File: src/rtl/addition_kernel_pkg.sv
// Shared constants, scheduler state encoding and lane helpers for the addition kernel and its sequencer.
package addition_kernel_pkg;

    localparam int LANES  = 8;
    localparam int DATA_W = 8;
    localparam int VEC_W  = LANES * DATA_W;
    localparam int LSB_W  = $clog2(LANES);

    typedef enum logic [2:0] {
        IDLE,
        FETCH,
        LOAD,
        EXEC,
        WRITE,
        DONE
    } sched_state_t;

    function automatic logic [DATA_W-1:0] lane_slice(input logic [VEC_W-1:0] vec, input int unsigned idx);
        return vec[idx*DATA_W +: DATA_W];
    endfunction

    // Mask with lanes 0..top set; top is the index of the highest valid lane.
    function automatic logic [LANES-1:0] lane_mask(input logic [LSB_W-1:0] top);
        logic [LANES-1:0] all_ones;
        all_ones = '1;
        return all_ones >> (LANES - 1 - int'(top));
    endfunction

endpackage

File: src/rtl/addition_kernel_sched.sv
// Purpose: walks LEN elements through the addition kernel one LANES-wide chunk at a time.
// Latency: 3+KERNEL_LAT clk per chunk; done at T+1+nchunks*(3+KERNEL_LAT) after start at T.
// Backpressure: none; start is ignored while a run is in progress.
module addition_kernel_sched
    import addition_kernel_pkg::*;
#(
    parameter int ADDR_W     = 8,
    parameter int LEN_W      = ADDR_W + $clog2(addition_kernel_pkg::LANES),
    parameter int KERNEL_LAT = 1
) (
    input  logic               clk,
    input  logic               rst,
    input  logic               start,
    input  logic [LEN_W-1:0]   len,
    output logic               busy,
    output logic               done,
    output logic               rd_en,
    output logic [ADDR_W-1:0]  rd_addr,
    input  logic [VEC_W-1:0]   rd_a,
    input  logic [VEC_W-1:0]   rd_b,
    output logic [VEC_W-1:0]   k_in1,
    output logic [VEC_W-1:0]   k_in2,
    input  logic [VEC_W-1:0]   k_out,
    output logic               wr_en,
    output logic [ADDR_W-1:0]  wr_addr,
    output logic [VEC_W-1:0]   wr_data,
    output logic [LANES-1:0]   wr_mask
);

    localparam int CNT_W = (KERNEL_LAT > 1) ? $clog2(KERNEL_LAT) : 1;

    sched_state_t      state, state_nxt;
    logic [ADDR_W-1:0] chunk;
    logic [ADDR_W-1:0] last_chunk;
    logic [LANES-1:0]  last_mask;
    logic [CNT_W-1:0]  lat_cnt;
    logic [LEN_W-1:0]  len_m1;
    logic              is_last;
    logic [LANES-1:0]  cur_mask;
    logic [VEC_W-1:0]  lane_en;

    assign len_m1   = len - LEN_W'(1);
    assign is_last  = (chunk == last_chunk);
    assign cur_mask = is_last ? last_mask : '1;

    always_comb begin
        lane_en = '0;
        for (int i = 0; i < LANES; i++) begin
            lane_en[i*DATA_W +: DATA_W] = {DATA_W{cur_mask[i]}};
        end
    end

    always_ff @(posedge clk or posedge rst) begin
        if (rst) begin
            state <= IDLE;
        end else begin
            state <= state_nxt;
        end
    end

    always_comb begin
        state_nxt = state;
        busy      = (state != IDLE);
        done      = 1'b0;
        rd_en     = 1'b0;
        wr_en     = 1'b0;
        rd_addr   = chunk;
        wr_addr   = chunk;
        wr_data   = k_out;
        wr_mask   = '0;
        case (state)
            IDLE: begin
                if (start) begin
                    state_nxt = (len == '0) ? DONE : FETCH;
                end
            end
            FETCH: begin
                rd_en     = 1'b1;
                state_nxt = LOAD;
            end
            LOAD: begin
                state_nxt = EXEC;
            end
            EXEC: begin
                if (lat_cnt == '0) begin
                    state_nxt = WRITE;
                end
            end
            WRITE: begin
                wr_en     = 1'b1;
                wr_mask   = cur_mask;
                state_nxt = is_last ? DONE : FETCH;
            end
            DONE: begin
                done      = 1'b1;
                state_nxt = IDLE;
            end
            default: begin
                state_nxt = IDLE;
            end
        endcase
    end

    always_ff @(posedge clk or posedge rst) begin
        if (rst) begin
            chunk      <= '0;
            last_chunk <= '0;
            last_mask  <= '0;
            lat_cnt    <= '0;
            k_in1      <= '0;
            k_in2      <= '0;
        end else begin
            if (state == IDLE && start && len != '0) begin
                chunk      <= '0;
                last_chunk <= ADDR_W'(len_m1 >> LSB_W);
                last_mask  <= lane_mask(len_m1[LSB_W-1:0]);
            end
            // Lanes past the end of the vector are zeroed so the kernel never sees stale data.
            if (state == LOAD) begin
                k_in1 <= rd_a & lane_en;
                k_in2 <= rd_b & lane_en;
            end
            if (state == FETCH) begin
                lat_cnt <= CNT_W'(KERNEL_LAT - 1);
            end else if (state == EXEC && lat_cnt != '0) begin
                lat_cnt <= lat_cnt - CNT_W'(1);
            end
            if (state == WRITE && !is_last) begin
                chunk <= chunk + ADDR_W'(1);
            end
        end
    end

endmodule
File: config.mk
export PLATFORM = sky130hd
export DESIGN_NAME = addition_kernel_sched
export DESIGN_NICKNAME = d
export VERILOG_FILES = /design/src/rtl/addition_kernel_pkg.sv /design/src/rtl/addition_kernel_sched.sv
export SDC_FILE = /design/constraint.sdc
export NUM_CORES = 1
export LEC_CHECK = 0
export CAP_MARGIN = 25
export CORE_AREA = 2 2 167 169
export DETAILED_ROUTE_END_ITERATION = 8
export DIE_AREA = 0 0 169 171
export GPL_TIMING_DRIVEN = 0
export PLACE_DENSITY_LB_ADDON = 0.15
export SYNTH_ARGS = -nofsm -noshare
export SYNTH_HDL_FRONTEND = slang
export SYNTH_SLANG_ARGS = --single-unit
File: constraint.sdc
create_clock -name clk -period 7 [get_ports clk]
set_input_delay 1.4 -clock clk [delete_from_list [all_inputs] [get_ports clk]]
set_output_delay 1.4 -clock clk [all_outputs]
set_load 0.05 [all_outputs]
======== After elaboration in Yosys (flattened, before gate mapping) ========
Index checks and enable logic that the tools add are counted.
cells by class
  $add $sub $neg .......................... 4
  equality and inequality tests ........... 8
  shifts and indexed selects .............. 1
  mux-type cells .......................... 14
  bitwise operators ....................... 2
  reductions and logical operators ........ 12
operators by type and width
  operator                                            count
  AND 64 bit                                          2
  2-to-1 mux 8 bit                                    4
  >> shifter 8 x 32 -> 8 bit, first input constant    1
  one-hot mux 3 bit (5 select lines)                  1
  2-to-1 mux 3 bit                                    4
  zero test 11 bit                                    1
  nonzero test 11 bit                                 1
  subtractor 11 x 1 -> 11 bit, second input constant  1
  adder 8 x 1 -> 8 bit, second input constant         1
  == test 8 bit                                       1
  == test 3 x 2 -> 1 bit, second input constant       2
  == test 3 bit, second input constant                2
  2-to-1 mux 1 bit                                    5
  logical AND 1 bit                                   4
  inequality test 2 bit, second input constant        2
  nonzero test 2 bit                                  2
  subtractor 3 x 3 -> 4 bit, first input constant     1
  == test 3 x 1 -> 1 bit, second input constant       1
  zero test 3 bit                                     1
  nonzero test 3 bit                                  1
  AND reduction 2 bit                                 1
  zero test 1 bit                                     1
  subtractor 1 bit, second input constant             1
storage, ports and cells
  bits in registers ....................... 156
  output and inout port bits .............. 220
  logic and storage cells ................. 48

======== Logic depth before layout (Yosys ltp) ========
  depth after elaboration ................. 5
  depth in mapped cells ................... 8
  gate-level depth less buffers ........... 7

======== Least setup slack after synthesis ========
Ideal clock, no wire load.
  path kind ............................... reg-to-output
  start point ............................. register chunk[3], in the netlist rd_addr[3]
  end point ............................... output wr_mask[1]
  arrival ................................. 2.006 ns
  required time ........................... 5.600 ns
  slack ................................... 3.594 ns
  stages on the path, launching flop included .. 7
  path buffers ............................ 1
  cell sequence ........................... dfrtp_1 xor2_1 nor4_4 nand2_2 buf_6 nor2_1 nor2_1
between the ends
  cells in the longest elaborated chain, start to end .. 3
RTL lines
  element                 RTL line                      text
  start, declared         addition_kernel_sched.sv:33   logic [ADDR_W-1:0] chunk;
  start signal, assigned  addition_kernel_sched.sv:129  chunk <= chunk + ADDR_W'(1);
  == test 8 bit           addition_kernel_sched.sv:43   assign is_last = (chunk == last_chunk);
  2-to-1 mux 8 bit        addition_kernel_sched.sv:44   assign cur_mask = is_last ? last_mask : '1;
  2-to-1 mux 8 bit        addition_kernel_sched.sv:71   case (state)
  end, declared           addition_kernel_sched.sv:27   output logic [LANES-1:0] wr_mask
No other way between the ends.

======== Final worst setup path ========
  start point ............................. register chunk[4], in the netlist rd_addr[4]
  end point ............................... output wr_mask[2]
The elaborated chain is that of the path after synthesis.

==> metrics.md <==
| Metric | Value |
|---|---|
| TritonCTS Buffers | `17` |
| Gate Count Post-Synth | `550` |
| Post-Synth Simple-Gate Area | `0.0625` |
| Via Count | `5623` |
| Initial antenna violation count | `0` |
| CP Max Fanout | `10` |
| Critical-path top delay cell | `clkdlybuf4s50_1` |
| Netlist cell types | `37` |
| Cells on Worst Hold Path | `1` |
| FMAX | `237 MHz` |
| Synth Area in Adders | `0.0112` |
| FF-to-FF setup slack | `4.67 ns` |
| Die area | `0.0289 mm²` |
| Drt wl/cell | `17.3 µm` |
| Sink Count | `156` |
| Critical Path Most Common Cell | `nor2_1` |
| Remaining antenna violation count | `0` |
| Hold_buf cts | `0` |
| #FFs+latches synth | `156` |
| Critical path startpoint | `rd_addr[4]$_DFFE_PP0P_` |
| Longest Clk Path Bufs | `2` |
| Worst Max-Slew Pin Slew | `0.876 ns` |
| Ratio of cells with drive above 1 in the final layout | `0.128` |
| Layout Nets | `1143` |
| Relative slew slack | `0.413` |
| H-tree depth | `4` |
| GPL Wtd Cong | `0.736` |
| CTS root buf | `clkbuf_16` |
| Reg area | `0.00390 mm²` |
| Synth top area share | `0.581` |
| DP HPWL | `16700 µm` |
| Mux contribution to synthesized area | `0.00298` |
| Post-route setup slack | `2.78 ns` |
| Setup CP Type | `reg -> out` |
| Max cap viols | `0` |
| RSZ-0062 raised after global routing | `false` |
| # resized after CTS | `0` |
| RR Startpoint | `state[0]$_DFFE_PP0P_` |
| Buffers on Ports | `361` |
| Die height | `171 µm` |
| Gr usage total | `0.150` |
| Fin crit share | `0.602` |
| DRT Pass-1 Iters | `4` |
| Io pins | `426` |
| Synth area leaders | `dfrtp_1 (58%), a22o_1 (17%), buf_4 (8.0%), nor2_1 (1.4%), xor2_1 (1.3%)` |
| DRT iter0 DRCs | `223` |
| Status | `finished clean` |
| Vias per cell | `4.36` |
| XOR/XNOR share of the synthesized area | `0.0208` |
| Leak Pwr | `4.94 nW` |
| Minimum clock period | `4.22 ns` |
| Final TNS setup | `0 ns` |
| YS warnings | `0` |
| Dpl cell area | `0.0108 mm²` |
| Die width | `169 µm` |
| Post-route cell area | `0.0114 mm²` |
| Post-CTS setup buffer count | `0` |
| WHS Endpoint | `k_in1[59]$_DFFE_PP0P_` |
| EDFF count, synth | `0` |
| Largest family of logic cells by synthesized area | `compound AO/OA/AOI/OAI gates` |
| Synth Flop Type | `dfrtp_1` |
| CTS tree | `built` |
| Mean Syn Cell Area | `12.2 µm²` |
| Area of the multi-input gates | `0.00206 mm²` |
| Critical path arrival | `2.82 ns` |
| Sequential area share after synthesis | `0.581` |
| Largest net degree at the start of global routing | `100` |
| Reg2reg path depth | `6` |
| Aggregate routed wire length | `22300 µm` |
| Worst IR Drop VDD | `0.244 mV` |
| Min Hold Slack | `0.501 ns` |
| First-pass GRT wire length | `33300 µm` |
| Hold Startpoint | `k_in1[59]$_DFFE_PP0P_` |
| Layout fillers | `2666` |
| Area grow syn2layout | `69.5%` |
| Row count | `61` |
| GRT Residual Overflow | `0` |
| Max Slew Vio Count | `0` |
| Drt drc | `0` |
| Worst setup EP type | `primary output` |
| CP max stage delay | `0.73 ns` |
| CTS clk-pin slew, worst paths | `0.06 ns` |
| Synth area leader | `dfrtp_1` |
| Core Region | `0.0273 mm²` |
| Worst R2R End | `k_in1[9]$_DFFE_PP0P_` |
| Asr flop ratio synth | `1.00` |
| Mapped Nets | `762` |
| Compound-Gate Fraction of Synth Area | `0.209` |
| Power per cell area | `536 mW/mm²` |
| Required time of the critical path | `5.60 ns` |
| Initial Util | `0.246` |
| Final Hold Viols | `0` |
| Worst slack, placed | `3.24 ns` |
| Startpoint types | `flip-flop` |
| Hold Crit Class | `reg -> reg` |
| Worst Skew | `0.0118 ns` |
| Vias in the first global route | `5699` |
| Synthesized cell area | `0.00672 mm²` |
| Final setup viols | `0` |
| Clk Latency, worst-skew pair | `0.42 ns` |
| Worst-path cell chain | `xor2_1, nor4_4, nand2_2, buf_6, nor2_1, nor2_1, clkdlybuf4s50_1` |
-- worst max-delay path by stage --
stage	to	slack [ns]	cells after the start
6_report	wr_mask[2]	2.78	7
5_1_grt	wr_mask[1]	2.61	7
3_5_place_dp	wr_mask[2]	3.24	7
3_3_place_gp	k_in2[0]$_DFFE_PP0P_	-1.32	2
2_1_floorplan	k_in1[0]$_DFFE_PP0P_	1.39	1
4_1_cts	wr_mask[2]	2.75	7
-- state kept, by name, summed over array words and instances, names as in the netlist --
register and count:
k_in2 64, state 3, last_mask 8, lat_cnt 1
k_in1 64, rd_addr 8, last_chunk 8
-- worst max-delay path: cells and delay by family (launching register included) --
kind / cells / cell delay [ns]
buffers and inverters: 2 / 0.91
xor gates and xnor gates: 1 / 0.23
DFF: 1 / 0.48
and+or+nand+nor: 4 / 0.79
-- placed cells by master (no fill, tap or decap), drive strengths merged, types with 8 or more instances in the layout --
cell type	n
buf	83
nand2	23
inv	21
a31oi	8
dfrtp	156
clkbuf	39
xor2	10
clkdlybuf4s50	361
nor2	25
a22o	128
nand3	8
o21ai	16
-- power breakdown --
part	total, mW	switching, mW	internal, mW
Sequential	1.55	0.230	1.32
Combinational	3.61	2.31	1.30
Clock	0.947	0.412	0.535
Total	6.11	2.95	3.16
-- logic make-up (layout without fill, tap and decap cells) --
logic type / after synthesis / in the layout
compound gates: 168 / 168
flops: 156 / 156
buf+inv: 118 / 511
simple gates: 84 / 84
xor+xnor: 16 / 16
fa+ha+maj: 6 / 6
mux: 2 / 2
other cells: 0 / 1
-- area by class of cell --
| type | instances | share of cell area |
|---|---|---|
| antenna | 1 | 0.000220 |
| buffer | 103 | 0.0615 |
| clock buffer | 18 | 0.0377 |
| clock inverter | 13 | 0.0138 |
| inverter | 15 | 0.00560 |
| multi-input combinational | 276 | 0.181 |
| sequential | 156 | 0.343 |
| tap | 346 | 0.0380 |
| timing repair buffer | 362 | 0.320 |
-- synth_stat cells, drive strengths merged, types with 4 or more instances --
cell    number
xor2        10
o21a         6
nor2        25
a22o       128
ha           6
dfrtp      156
nand3        8
and3         4
or3          4
nor4         5
nand2       23
a31oi        8
clkbuf      21
inv         15
xnor2        6
o21ai       16
nor3         7
buf         82
-- metal layers --
layer	global-route usage	part of all wire	routed length, µm
met1	0.191	0.44	9720
met3	0.0402	0.062	1380
met5	0	0	0
met4	0.0390	0.010	225
met2	0.251	0.49	11000
-- per-stage QoR --
step,power [mW],cells,utilization
5_1_grt,6.43,1289,0.417
3_3_place_gp,5.21,1257,0.394
2_1_floorplan,3.94,550,-
6_report,6.11,1290,0.417
3_5_place_dp,5.23,1258,0.395
4_1_cts,6.21,1289,0.417
Note: power is estimated with default switching activity, not from simulation.
